<file path="src/rtl/mul_unit.sv">
// Pipelined integer multiplier covering MUL/MULH/MULHSU/MULHU.
// Stage 1 registers the extended operands, stage 2 multiplies, and later stages only retime.
module mul_unit #(
  parameter int unsigned XLEN   = 32,
  parameter int unsigned STAGES = 3,
  parameter int unsigned TAG_W  = 5
) (
  input  logic             clk,
  input  logic             rst_n,
  input  logic             in_valid,
  output logic             in_ready,
  input  logic [1:0]       op,
  input  logic [XLEN-1:0]  rs1,
  input  logic [XLEN-1:0]  rs2,
  input  logic [TAG_W-1:0] tag,
  input  logic             flush,
  output logic             out_valid,
  input  logic             out_ready,
  output logic [XLEN-1:0]  out_result,
  output logic [TAG_W-1:0] out_tag
);

  localparam logic [1:0] OP_MUL    = 2'b00;
  localparam logic [1:0] OP_MULH   = 2'b01;
  localparam logic [1:0] OP_MULHSU = 2'b10;

  logic              stall;
  logic [STAGES-1:0] valid_reg;
  logic [TAG_W-1:0]  tag_reg  [STAGES];
  logic [XLEN-1:0]   data_reg [1:STAGES-1];
  logic [XLEN:0]     a_reg;
  logic [XLEN:0]     b_reg;
  logic [1:0]        op_reg;

  logic              sign_a;
  logic              sign_b;
  logic [2*XLEN-1:0] a_wide;
  logic [2*XLEN-1:0] b_wide;
  logic [2*XLEN-1:0] product;
  logic [XLEN-1:0]   product_sel;

  assign out_valid = valid_reg[STAGES-1];
  assign stall     = out_valid & ~out_ready;
  assign in_ready  = ~stall;

  assign sign_a = rs1[XLEN-1] & ((op == OP_MULH) | (op == OP_MULHSU));
  assign sign_b = rs2[XLEN-1] & (op == OP_MULH);

  // Sign-extending the XLEN+1 operands to 2*XLEN makes a plain modular multiply
  // equal to the signed product truncated to 2*XLEN bits.
  assign a_wide      = {{(XLEN-1){a_reg[XLEN]}}, a_reg};
  assign b_wide      = {{(XLEN-1){b_reg[XLEN]}}, b_reg};
  assign product     = a_wide * b_wide;
  assign product_sel = (op_reg == OP_MUL) ? product[XLEN-1:0] : product[2*XLEN-1:XLEN];

  always_ff @(posedge clk or negedge rst_n) begin
    if (!rst_n) begin
      valid_reg <= '0;
    end else if (flush) begin
      valid_reg <= '0;
    end else if (!stall) begin
      valid_reg <= {valid_reg[STAGES-2:0], in_valid};
    end
  end

  always_ff @(posedge clk) begin
    if (!stall) begin
      a_reg       <= {sign_a, rs1};
      b_reg       <= {sign_b, rs2};
      op_reg      <= op;
      tag_reg[0]  <= tag;
      tag_reg[1]  <= tag_reg[0];
      data_reg[1] <= product_sel;
    end
  end

  for (genvar gi = 2; gi < STAGES; gi++) begin : g_retime
    always_ff @(posedge clk) begin
      if (!stall) begin
        data_reg[gi] <= data_reg[gi-1];
        tag_reg[gi]  <= tag_reg[gi-1];
      end
    end
  end

  // Data registers are not reset, so the outputs are masked to read zero when idle.
  assign out_result = out_valid ? data_reg[STAGES-1] : '0;
  assign out_tag    = out_valid ? tag_reg[STAGES-1]  : '0;

endmodule

</file>
<file path="config.mk">
export PLATFORM = sky130hd
export DESIGN_NAME = mul_unit
export DESIGN_NICKNAME = d
export VERILOG_FILES = /design/src/rtl/mul_unit.sv
export SDC_FILE = /design/constraint.sdc
export NUM_CORES = 2
export LEC_CHECK = 0
export CAP_MARGIN = 5
export CORE_MARGIN = 4
export CORE_UTILIZATION = 60
export CTS_BUF_LIST = sky130_fd_sc_hd__clkbuf_4 sky130_fd_sc_hd__clkbuf_8
export DETAILED_ROUTE_END_ITERATION = 6
export PLACE_DENSITY = 0.81
export SETUP_SLACK_MARGIN = 0.05
export SYNTH_ARGS = -nofsm -noshare
export SYNTH_HDL_FRONTEND = slang
export SYNTH_SLANG_ARGS = --single-unit
</file>
<file path="constraint.sdc">
create_clock -name clk -period 8.1 [get_ports clk]
set_clock_uncertainty 0.2 [all_clocks]
set_input_delay 2.025 -clock clk [delete_from_list [all_inputs] [get_ports clk]]
set_output_delay 2.025 -clock clk [all_outputs]
set_load 0.05 [all_outputs]
</file>
---- After elaboration in Yosys (flattened, before gate mapping) ----
Memories as Yosys holds them, arrays and structs flattened.
Cells that the tools add are included.
storage, ports and cells
  memories ................................ 2
  input port bits ......................... 76
  output and inout port bits .............. 39
  logic and storage cells ................. 23
  register bits ........................... 71
  memory bits (writable) .................. 79
memory list
  memory    depth  bits a word  read ports  clocked after memory_dff  wr ports  line  RTL
  data_reg  2      32           2           0                         2         30    logic [XLEN-1:0] data_reg [1:STAGES-1];
  tag_reg   3      5            3           0                         3         29    logic [TAG_W-1:0] tag_reg [STAGES];
cells by class
  bitwise operators ....................... 6
  eq/ne operators ......................... 3
  $mul .................................... 1
  reduce and logical (&&, ||, !) cells .... 1
  muxes and demuxes ....................... 6
operators by type and width
  operator                                        number
  multiplier 33 x 33 -> 64 bit                    1
  2-to-1 mux 32 bit                               2
  2-to-1 mux 3 bit                                2
  2-to-1 mux 5 bit                                1
  AND 1 bit                                       3
  == test 2 x 1 -> 1 bit (second input constant)  1
  == test 2 bit (second input constant)           1
  zero test 2 bit                                 1
  != test 2 bit (second input constant)           1
  inverter 1 bit                                  2
  2-to-1 mux 1 bit                                1
  OR 1 bit                                        1

---- Longest topological paths before layout ----
  word-level depth ........................ 4
  mapped depth ............................ 29
  mapped depth without buffers ............ 27

---- Worst setup path after synthesis ----
OpenSTA, ideal clock, no wires.
  kind .................................... reg2reg
  start point ............................. reg a_reg[32]
  end point ............................... mem data_reg[1][27] (data pin)
  buffers on the path ..................... 2
  arrival time ............................ 7.695 ns
  cell stages (with the launch flop) ...... 26
  library setup time ...................... 0.265 ns
  clock period less this slack ............ 8.160 ns
  data required time ...................... 7.635 ns
  setup slack ............................. -0.060 ns
  cells stage by stage .................... edfxtp_1 > clkbuf_1 > nand2_1 > inv_1 > fa_1 > fa_1 > fa_1 > fa_1 > inv_1 > fa_1 > inv_1 > fa_1 > fa_1 > inv_1 > fa_1 > inv_1 > ha_1 > clkbuf_1 > a22o_1 > or4_1 > o32ai_1 > nand3_1 > a41o_1 > a31oi_1 > xor2_1 > o21ai_1
RTL lines
  item                    line  RTL
  start, declared         31    logic [XLEN:0] a_reg;
  start signal, assigned  68    a_reg <= {sign_a, rs1};
  end, declared           30

==> impl_metrics.ini <==
[status]
status = finished, final reports clean

[critical_path]
crit_fanout = 7
crit_path_start_kind = flip-flop
rr_endpoint = data_reg[1][29]
reg2reg_depth = 26
cp-startpoint = a_reg[32]
cp-end-kind = flip-flop
r2r-start = a_reg[32]
crit_end = data_reg[1][29]
cp.required_ps = 8200
reg2reg_setup_slack_ps = 20
crit_type = flip-flop to flip-flop
arrival_ps = 8180

[floorplanning]
die_w_um = 277.4
initial_utilization_pct = 60.70
boundaryPins = 115
die_area_um2 = 76940
core.rowCount = 98
die-height_um = 277.4
coreArea_um2 = 71730

[cells_and_area]
final_cell_area_um2 = 48790
largest_reg_flops = 64
drive_gt1_share_pct = 8.901
finalNetCount = 6007
final_common_cell = fa_1
most-common-layout-cells = fa_1 (1107), inv_1 (1090), nand2_1 (586), and2_1 (565), ha_1 (194)
areaGrowthSynthToFinish_pct = 12.07
fillers = 5192

[placement]
io_buffers = 114
dp_hpwl_um = 91170
gp_congestion = 0.9662
dp_slack_ps = -209.0
place_area_um2 = 47190

[synth]
avgSynthCellArea_um2 = 9.804
synth_edf_count = 147
synth_adder_area_share_pct = 57.85
synth_cell_types = 73
syn_area_um2 = 43540
yosysTopAreaCell = fa_1
yosys_warnings = 0
ys_async_sr_fraction_pct = 2.000
synth.area.top_cells = fa_1 (52%), edfxtp_1 (10%), inv_1 (9.5%), and2_1 (8.2%), ha_1 (6.1%)
synth_top_cell_area_share_pct = 51.73
ys_ff_latch = 150
synthSimpleGateAreaFrac_pct = 15.26
ys_seq_area_share_pct = 10.31
syn_inst = 4441
synth_ff_type = edfxtp_1
synthXorXnorAreaFrac_pct = 1.489
synth_mux_area_share_pct = 0.04598
synth_compound_area_share_pct = 3.460
synth_top_family_by_area = adder cells
synth_fp_nets = 5855

[clock_tree]
cts_tree = built
ctsLongestPathBuffers = 2
numCtsBuffers = 17
clkLatencyLatePin_ps = 600
ctsRootBufferMaster = clkbuf_8
numClockSinks = 150
htreeDepth = 4
path_clk_slew_ps = 120

[timing]
hold_violations = 0
fin_ws_ps = 17.10
maxSlewHeadroom_pct = 42.42
period_needed_ps = 8083
setup-tns-final_ps = 0
slew_viol_final = 0
tightest_slew_ps = 863.7
fmax_mhz = 123.7
setup_viol = 0
rsz0062_at_grt = true
finalCritPeriodShare_pct = 99.79

[global_routing]
track_usage_pct = 30.12
grt_max_degree = 64
grt_pass1_vias = 35040
grt_overflow_total = 0
grt_first_pass_wirelength_um = 182500
grt_antenna_before_repair = 2

[routing]
drc = 0
drt_iter0_drc = 2482
drt_wl_total_um = 113800
routedWlPerCell_um = 20.48
ant_nets = 0
vias_per_cell = 5.625
vias = 31260
dr.pass1.iters = 6

[run]
cap_viol_max_count = 0

[min_path]
min-delay-path-class = flip-flop to flip-flop
## stage by stage
step           cells  utilization [%]  hold slack [ps]
3_3_place_gp    5469            65.79            201.0
4_1_cts         5516            66.80            228.3
2_1_floorplan   4441                -            200.3
5_1_grt         5557            68.02            219.7
3_5_place_dp    5469            65.79            204.5
6_report        5558            68.02            226.2
## synthesized netlist by cell type, drive strengths merged, types with 4 or more instances
cell type,number
xor2,21
o21ai,54
nand4,13
nor2,49
a31oi,9
buf,10
nor2b,32
edfxtp,147
o21a,4
nand2,591
nand3,14
xnor2,53
nand2b,13
o21bai,10
inv,1100
a211o,4
or3,8
clkbuf,222
fa,1125
a211oi,10
and3,4
a41o,4
and2,569
ha,213
a21o,30
a21oi,71
nor3,9
## how the worst min path moves through the flow
stage | start | end | slack, ps | cells after the start
6_report | data_reg[1][20] | data_reg[2][20] | 230 | 0
4_1_cts | data_reg[1][20] | data_reg[2][20] | 230 | 0
5_1_grt | data_reg[1][31] | data_reg[2][31] | 220 | 0
3_5_place_dp | data_reg[1][1] | data_reg[2][1] | 200 | 0
2_1_floorplan | data_reg[1][0] | data_reg[2][0] | 200 | 0
3_3_place_gp | tag_reg[0][1] | tag_reg[0][6] | 200 | 0
## per-layer routing
| layer | vias to the layer above | share of wire, % | GRT usage [%] |
|---|---|---|---|
| met1 | 16210 | 35 | 37.27 |
| met2 | 1496 | 51 | 52.89 |
| met5 | - | 0.0070 | 0 |
| met4 | 2 | 6.0 | 13.95 |
| li1 | 13100 | - | - |
| met3 | 453 | 7.3 | 4.048 |
## cells by family (layout without fill, tap and decap cells)
kind of cell               Yosys count  after routing
xor gates and xnor gates            74             74
AOI/OAI and AO/OA                  228            228
other                                0              2
buffers and inverters             1332           1497
muxes                                2              2
and+or+nand+nor                   1317           1317
adders and majority gates         1338           1338
DFF                                150            150
## critical path, cell delays in order (launching register included)
cell	delay (ps)
edfxtp_1	500
buf_12	190
and2_4	140
fa_1	590
inv_4	70
fa_2	580
inv_4	60
fa_1	500
fa_2	610
clkinvlp_4	180
fa_1	580
inv_2	40
fa_1	460
fa_1	530
inv_2	40
fa_1	510
inv_2	60
ha_4	270
buf_6	90
nand4_1	150
or3_4	430
or3_4	390
nand3_4	80
a41o_1	230
a21boi_2	80
xor2_1	170
a21oi_1	80
## area by class of cell
type                       count  area, um^2  share of cell area (%)
clock inverter                14       175.2                  0.3590
multi-input combinational   2959       34580                   70.87
timing repair buffer         365        3959                   8.113
sequential                   150        4489                   9.201
tap                          950        1189                   2.436
antenna                        2       5.005                 0.01026
inverter                    1100        4146                   8.498
clock buffer                  18       247.7                  0.5077
## what timing repair did
action,in CTS,in global routing
buffers inserted,13,35
gates resized for setup,31,100
cloned,2,5
hold buffers,0,0
endpoints found under the setup margin,13,23
pin swaps,4,70
Power is left out: the tool's default activity adds up to more than one toggle a clock period on the data nets, which glitch-free logic cannot reach.
